<file path="config.mk">
export PLATFORM = sky130hd
export DESIGN_NAME = sparc_ifu_repl_sel
export DESIGN_NICKNAME = d
export VERILOG_FILES = /design/src/rtl/sparc_ifu_repl_sel.sv
export SDC_FILE = /design/constraint.sdc
export NUM_CORES = 1
export LEC_CHECK = 0
export BUFFER_PORTS_ARGS = -buffer_cell sky130_fd_sc_hd__buf_2
export CORE_ASPECT_RATIO = 2
export CORE_MARGIN = 2
export CORE_UTILIZATION = 50
export CTS_BUF_LIST = sky130_fd_sc_hd__clkbuf_4 sky130_fd_sc_hd__clkbuf_8
export DETAILED_ROUTE_END_ITERATION = 8
export PLACE_DENSITY = 0.73
export SLEW_MARGIN = 0
export SYNTH_ARGS = -nofsm -noshare
export SYNTH_HDL_FRONTEND = slang
export SYNTH_SLANG_ARGS = --single-unit
</file>
<file path="constraint.sdc">
create_clock -name clk -period 6.1 [get_ports clk]
set_clock_uncertainty 0.2 [all_clocks]
set_input_delay 0.61 -clock clk [delete_from_list [all_inputs] [get_ports clk]]
set_output_delay 0.61 -clock clk [all_outputs]
set_load 0.03 [all_outputs]
</file>
<file path="src/rtl/sparc_ifu_repl_sel.sv">
`default_nettype none
// ============================================================================
// Module   : sparc_ifu_repl_sel
// Brief    : Icache fill-way selector with an in-order outstanding-fill queue.
// Revision : 1.0
// ============================================================================
module sparc_ifu_repl_sel #(
  parameter int SETW  = 7,
  parameter int DEPTH = 2
) (
  input  logic            clk,
  input  logic            reset,
  input  logic            miss_vld,
  output logic            miss_rdy,
  input  logic [SETW-1:0] miss_set,
  input  logic [3:0]      miss_wayvld,
  input  logic [1:0]      lfsr_out,
  output logic            lfsr_advance,
  output logic            sel_vld,
  output logic [1:0]      sel_way,
  output logic            fill_vld,
  output logic [1:0]      fill_way,
  output logic [SETW-1:0] fill_set,
  input  logic            fill_done
);

  localparam int c_ptrw = (DEPTH > 1) ? $clog2(DEPTH) : 1;
  localparam int c_cntw = $clog2(DEPTH + 1);
  localparam logic [c_ptrw-1:0] c_last_ptr = c_ptrw'(DEPTH - 1);
  localparam logic [c_cntw-1:0] c_full_cnt = c_cntw'(DEPTH);

  logic [c_cntw-1:0] r_count;
  logic [c_ptrw-1:0] r_wrptr;
  logic [c_ptrw-1:0] r_rdptr;
  logic [DEPTH-1:0]  r_q_vld;
  logic [SETW-1:0]   r_q_set [DEPTH];
  logic [1:0]        r_q_way [DEPTH];
  logic              r_sel_vld;
  logic [1:0]        r_sel_way;

  logic              w_accept;
  logic              w_pop;
  logic [3:0]        w_pm;
  logic [3:0]        w_cand;
  logic [3:0]        w_inv;
  logic              w_inv_any;
  logic [1:0]        w_inv_way;
  logic [1:0]        w_rnd_way;
  logic [1:0]        w_try;
  logic              w_found;
  logic [1:0]        w_way;

  function automatic logic [c_ptrw-1:0] ptr_inc(input logic [c_ptrw-1:0] p);
    return (p == c_last_ptr) ? '0 : p + 1'b1;
  endfunction

  // Reset gates accept so the LFSR never steps while reset is held.
  assign miss_rdy = (r_count != c_full_cnt);
  assign w_accept = miss_vld & miss_rdy & ~reset;
  assign fill_vld = (r_count != '0);
  assign w_pop    = fill_done & fill_vld;

  always_comb begin
    w_pm = '0;
    for (int i = 0; i < DEPTH; i++) begin
      if (r_q_vld[i] && (r_q_set[i] == miss_set)) begin
        w_pm[r_q_way[i]] = 1'b1;
      end
    end
  end

  assign w_cand    = ~w_pm;
  assign w_inv     = w_cand & ~miss_wayvld;
  assign w_inv_any = |w_inv;

  always_comb begin
    w_inv_way = 2'd0;
    for (int w = 3; w >= 0; w--) begin
      if (w_inv[w]) begin
        w_inv_way = 2'(w);
      end
    end
  end

  // Walk forward from the LFSR value; at most DEPTH-1 ways can be pending.
  always_comb begin
    w_rnd_way = lfsr_out;
    w_found   = 1'b0;
    w_try     = 2'd0;
    for (int k = 0; k < 4; k++) begin
      w_try = lfsr_out + 2'(k);
      if (!w_found && w_cand[w_try]) begin
        w_rnd_way = w_try;
        w_found   = 1'b1;
      end
    end
  end

  assign w_way        = w_inv_any ? w_inv_way : w_rnd_way;
  assign lfsr_advance = w_accept & ~w_inv_any;

  always_ff @(posedge clk or posedge reset) begin
    if (reset) begin
      r_sel_vld <= 1'b0;
      r_sel_way <= 2'd0;
    end else begin
      r_sel_vld <= w_accept;
      if (w_accept) begin
        r_sel_way <= w_way;
      end
    end
  end

  assign sel_vld = r_sel_vld;
  assign sel_way = r_sel_way;

  always_ff @(posedge clk or posedge reset) begin
    if (reset) begin
      r_count <= '0;
      r_wrptr <= '0;
      r_rdptr <= '0;
      r_q_vld <= '0;
      for (int i = 0; i < DEPTH; i++) begin
        r_q_set[i] <= '0;
        r_q_way[i] <= 2'd0;
      end
    end else begin
      if (w_accept) begin
        r_q_set[r_wrptr] <= miss_set;
        r_q_way[r_wrptr] <= w_way;
        r_q_vld[r_wrptr] <= 1'b1;
        r_wrptr          <= ptr_inc(r_wrptr);
      end
      // Push never targets the head slot because the queue is not full on accept.
      if (w_pop) begin
        r_q_vld[r_rdptr] <= 1'b0;
        r_rdptr          <= ptr_inc(r_rdptr);
      end
      case ({w_accept, w_pop})
        2'b10:   r_count <= r_count + 1'b1;
        2'b01:   r_count <= r_count - 1'b1;
        default: r_count <= r_count;
      endcase
    end
  end

  assign fill_way = fill_vld ? r_q_way[r_rdptr] : 2'd0;
  assign fill_set = fill_vld ? r_q_set[r_rdptr] : '0;

endmodule
`default_nettype wire

</file>
After elaboration in Yosys (flattened, before gate mapping):

Cells that the tools add are included.

* latch bits: 0
* input port bits: 17
* logic and storage cells: 116
* output and inout port bits: 15
* memories kept: 0
* bits in writable memories: 0
* memory bits (read-only): 0
* flip-flop bits (word level): 27

* multipliers: 0
* divide/modulo/power cells: 0
* eq/ne operators: 5
* reductions and logical operators: 16
* multiplexer cells: 48
* $add $sub $neg: 7
* magnitude comparators: 15
* bitwise logic cells: 15
* shifts and indexed selects: 0

Operators with widths (count)
* 7-bit two-way mux: 5
* 2-bit two-way mux: 15
* 2-bit by 3-bit < comparator with 1-bit output, second input constant: 6
* 14-bit bitwise mux: 1
* 7-bit == test: 2
* 1-bit two-way mux: 13
* 1-bit logical AND: 10
* 1-bit binary-select mux with 2-bit select: 4
* 4-bit two-way mux: 2
* 4-bit NOT: 2
* 7-bit demux with 1-bit select: 1
* 2-bit by 1-bit adder with 2-bit output, second input constant: 2
* 2-bit adder, second input constant: 2
* 1-bit AND: 4
* 4-bit AND: 1
* 4-bit bitwise mux: 1
* 1-bit demux with 2-bit select: 2
* 2-bit by 1-bit greater-or-equal comparator with 1-bit output, second input constant: 2
* 2-bit greater-or-equal comparator, second input constant: 2
* 1-bit by 2-bit < comparator with 1-bit output, second input constant: 2
* 1-bit NOT with 2-bit output: 2
* 4-bit OR: 1
* 2-bit one-hot mux with 2 select lines: 1
* 2-bit nonzero test: 2
* 15 further kinds: 21

Logic depth before layout (Yosys ltp):

* depth after elaboration: 22
* mapped depth: 8
* mapped depth without buffers: 8

Least setup slack after synthesis:

Ideal clock, no wire load.

* kind: in2out
* start: input miss_set[1]
* end: output lfsr_advance
* data required time: 5.290 ns
* cell stages on the path: 6
* path slack: 3.005 ns
* buffers on the path: 0
* arrival: 2.285 ns
* cells stage by stage: xnor2_1 > and4_4 > nor4b_4 > nor3_1 > o21bai_1 > nor3_1

* cells in the longest elaborated chain, start to end: 10
* elaborated cells between the ends (all ways): 12
* those cells by class: eq/ne: 2; mux: 2; bitwise: 5; reduce/logical: 3

RTL lines
* start, declared: RTL line 15 `input logic [SETW-1:0] miss_set,`
* 7-bit == test: RTL line 66 `if (r_q_vld[i] && (r_q_set[i] == miss_set)) begin`
* 1-bit logical AND: RTL line 66
* 4-bit two-way mux: RTL line 66
* 4-bit OR (no line)
* 4-bit two-way mux (*): RTL line 66
* 4-bit NOT (*): RTL line 72 `assign w_cand = ~w_pm;`
* 4-bit AND (*): RTL line 73 `assign w_inv = w_cand & ~miss_wayvld;`
* 4-bit OR reduction (*): RTL line 74 `assign w_inv_any = |w_inv;`
* 1-bit NOT (*): RTL line 100 `assign lfsr_advance = w_accept & ~w_inv_any;`
* 1-bit AND (*): RTL line 100
* end, declared: RTL line 18 `output logic lfsr_advance,`

Mark *: on every way between the ends. The rest lies on a longest branch, timed or not.

Final worst setup path:

* start: input miss_set[2]
* end: output lfsr_advance

Same word-level chain as after synthesis.

==> out/metrics.cfg <==
[min_path]
hp-class=reg2reg
holdPathEnd=sel_way[1]
whs_path_depth=2
hp-start=sel_way[1]

[worst_setup_path]
setup.worst_path.class=in2out
required_ns=5.29
ff2ff_path_depth=7
r2r_end=sel_way[1]
arrival_ns=2.35
timing.rr.start=r_q_set[5]
endpoint_kind=output pin
cp-start-kind=input pin
reg2reg_setup_slack_ns=3.71
cp_max_fo=5

[global_routing]
grt_start_max_net_pins=29
track_usage_pct=22.4
grt_pass1_vias=1420
grt_antenna_before_repair=0
grt_overflow=0
grt_pass1_wl_um=6400

[synthesis]
synthFlopType=dfrtp_1
async_flop_share_pct=100
yosysTopAreaCell=dfrtp_1
synth_edf_count=0
syn_area_um2=1650
ys_types=46
yosys_warnings=0
yosysSeqAreaShare_pct=41.1
synthesis.nets=189
ys_ff_latch=27
netlist.area_leader.share_pct=41.1
synth_area_leaders=dfrtp_1 (41%), xnor2_1 (9.0%), nand2_1 (7.1%)
avgSynthCellArea_um2=9.62
synth_cells=171

[route]
avgRoutedWirePerCell_um=16.0
antenna_left=0
drt_iter0_markers=27
via_count=1374
drt_pass1_iterations=4
vias_per_cell=5.87
remaining_drc_errors=0
postRouteWirelength_um=3740

[clocking]
cts.sinks=27
postCtsSetupRepairBufs=0
cts_tree=yes
cts_resized=0
ctsHoldBuffers=0
clockBufferDepth=2
cts_buffers=3
clock-root-buffer=clkbuf_8
h-tree-depth=1
clkTransAtPathRegs_ns=0.10
clock_latency_ns=0.28

[die]
die-area_um2=3790
ioPinCount=32
fp.dieH_um=85.1
die-width_um=44.6
coreArea_um2=3160
fp-row-count=29
initial_core_util_pct=52.1

[sta]
grt_setup_unrepaired=false
worst-slew-pin-transition_ns=1.06
whs_ns=0.301
setup_slack_ns=2.94
period_share_pct=51.8
slew_violations=0
relSlewSlack_pct=29.5
fmax_mhz=316
hold_viol=0
fin_setup_tns_ns=0
fin_crit_ns=3.16
finalSetupViolCount=0

[place]
place_hpwl_um=2830
pre_cts_ws_ns=2.86
gp_congestion=0.827
io_buffers=31

[pwr]
power.density_nw_per_um2=520
seqPwrFrac_pct=39.2
p_comb_share_pct=49.7
ir_worst_vdd_mv=0.300
cellInternalPower_w=0.000502
sw_frac_of_total_pct=48.2
p_leak_nw=0.880
pwr-share-clk_pct=11.1
p_sw_w=0.000467

[finish]
nNetsFinal=222
fin_util_pct=59.0
final_cell_mix=nand2_1 (31), buf_2 (31), dfrtp_1 (27), xnor2_1 (17), nor2_1 (16)
areaGrowthSynthToFinish_pct=13.2
drive_gt1_share_pct=24.6
antenna_cells=0

[run]
drv_cap=0

[outcome]
outcome=complete, no violations

## worst max-delay path by stage
stage | start | end | slack [ns] | cells past startpoint
3_5_place_dp | reset | lfsr_advance | 2.86 | 5
4_1_cts | reset | lfsr_advance | 2.86 | 5
2_1_floorplan | miss_set[1] | lfsr_advance | 3.01 | 6
6_report | miss_set[2] | lfsr_advance | 2.94 | 8
5_1_grt | reset | lfsr_advance | 2.61 | 5
3_3_place_gp | reset | lfsr_advance | 2.98 | 5
## power groups by stage
stage | registers, W | clock network, W | logic, W
6_report | 0.000380 | 0.000107 | 0.000482
5_1_grt | 0.000393 | 0.000114 | 0.000526
4_1_cts | 0.000378 | 0.000108 | 0.000488
3_5_place_dp | 0.000380 | 0 | 0.000485
3_3_place_gp | 0.000372 | 0 | 0.000476
2_1_floorplan | 0.000355 | 0 | 0.000379
## state kept, by name (all words and copies together) (netlist names)
| signal | flops |
|---|---|
| r_q_vld | 2 |
| sel_way | 2 |
| r_q_set | 14 |
| r_rdptr | 1 |
| r_wrptr | 1 |
| sel_vld | 1 |
| r_count | 2 |
| r_q_way | 4 |
## synth_stat cells (all sizes together), types with 2 or more instances
| cell | count |
|---|---|
| nand2 | 31 |
| dfrtp | 27 |
| xnor2 | 17 |
| nor2 | 16 |
| inv | 9 |
| mux2i | 9 |
| mux2 | 7 |
| nand4 | 6 |
| nor3 | 4 |
| o31ai | 4 |
| a21oi | 3 |
| buf | 3 |
| nand3 | 3 |
| a22oi | 2 |
| and4 | 2 |
| nor4 | 2 |
| nor4b | 2 |
| o21ai | 2 |
| o21bai | 2 |
## layer usage
metal / vias up / GRT usage, % / share of wire (%)
met5: - / 0 / 0
met4: 0 / 7.44 / 1.3
met3: 5 / 1.49 / 3.7
met2: 35 / 40.6 / 58
met1: 674 / 26.4 / 37
li1: 660 / - / -
## area by class of cell
cell class | count | area (um^2)
Clock inverter | 1 | 7.51
Multi-Input combinational cell | 132 | 910
Sequential cell | 27 | 676
Fill cell | 283 | 1290
Clock buffer | 3 | 41.3
Inverter | 9 | 33.8
Timing Repair Buffer | 31 | 155
Tap cell | 31 | 38.8
## per-stage QoR
stage	power, W	cells	cell area [um^2]
2_1_floorplan	0.000734	171	1650
3_3_place_gp	0.000848	230	1810
3_5_place_dp	0.000865	230	1810
4_1_cts	0.000974	234	1860
5_1_grt	0.00103	234	1860
6_report	0.000969	234	1860
## cell families after synthesis
logic type / after synthesis / share of synthesized area, %
adders and majority gates: 1 / 0.760
AOI/OAI and AO/OA: 23 / 10.5
DFF: 27 / 41.1
and+or+nand+nor: 74 / 24.2
buffers and inverters: 12 / 3.65
muxes: 16 / 10.3
xor gates and xnor gates: 18 / 9.58
## critical path, cell delays in order
cell and delay [ns]:
buf_2 0.13, xnor2_1 0.29, and4_4 0.28, nor4b_4 0.25, nor3_1 0.16, o21bai_1 0.19, nor3_1 0.20, buf_2 0.23
Note: power is estimated with default switching activity, not from simulation.
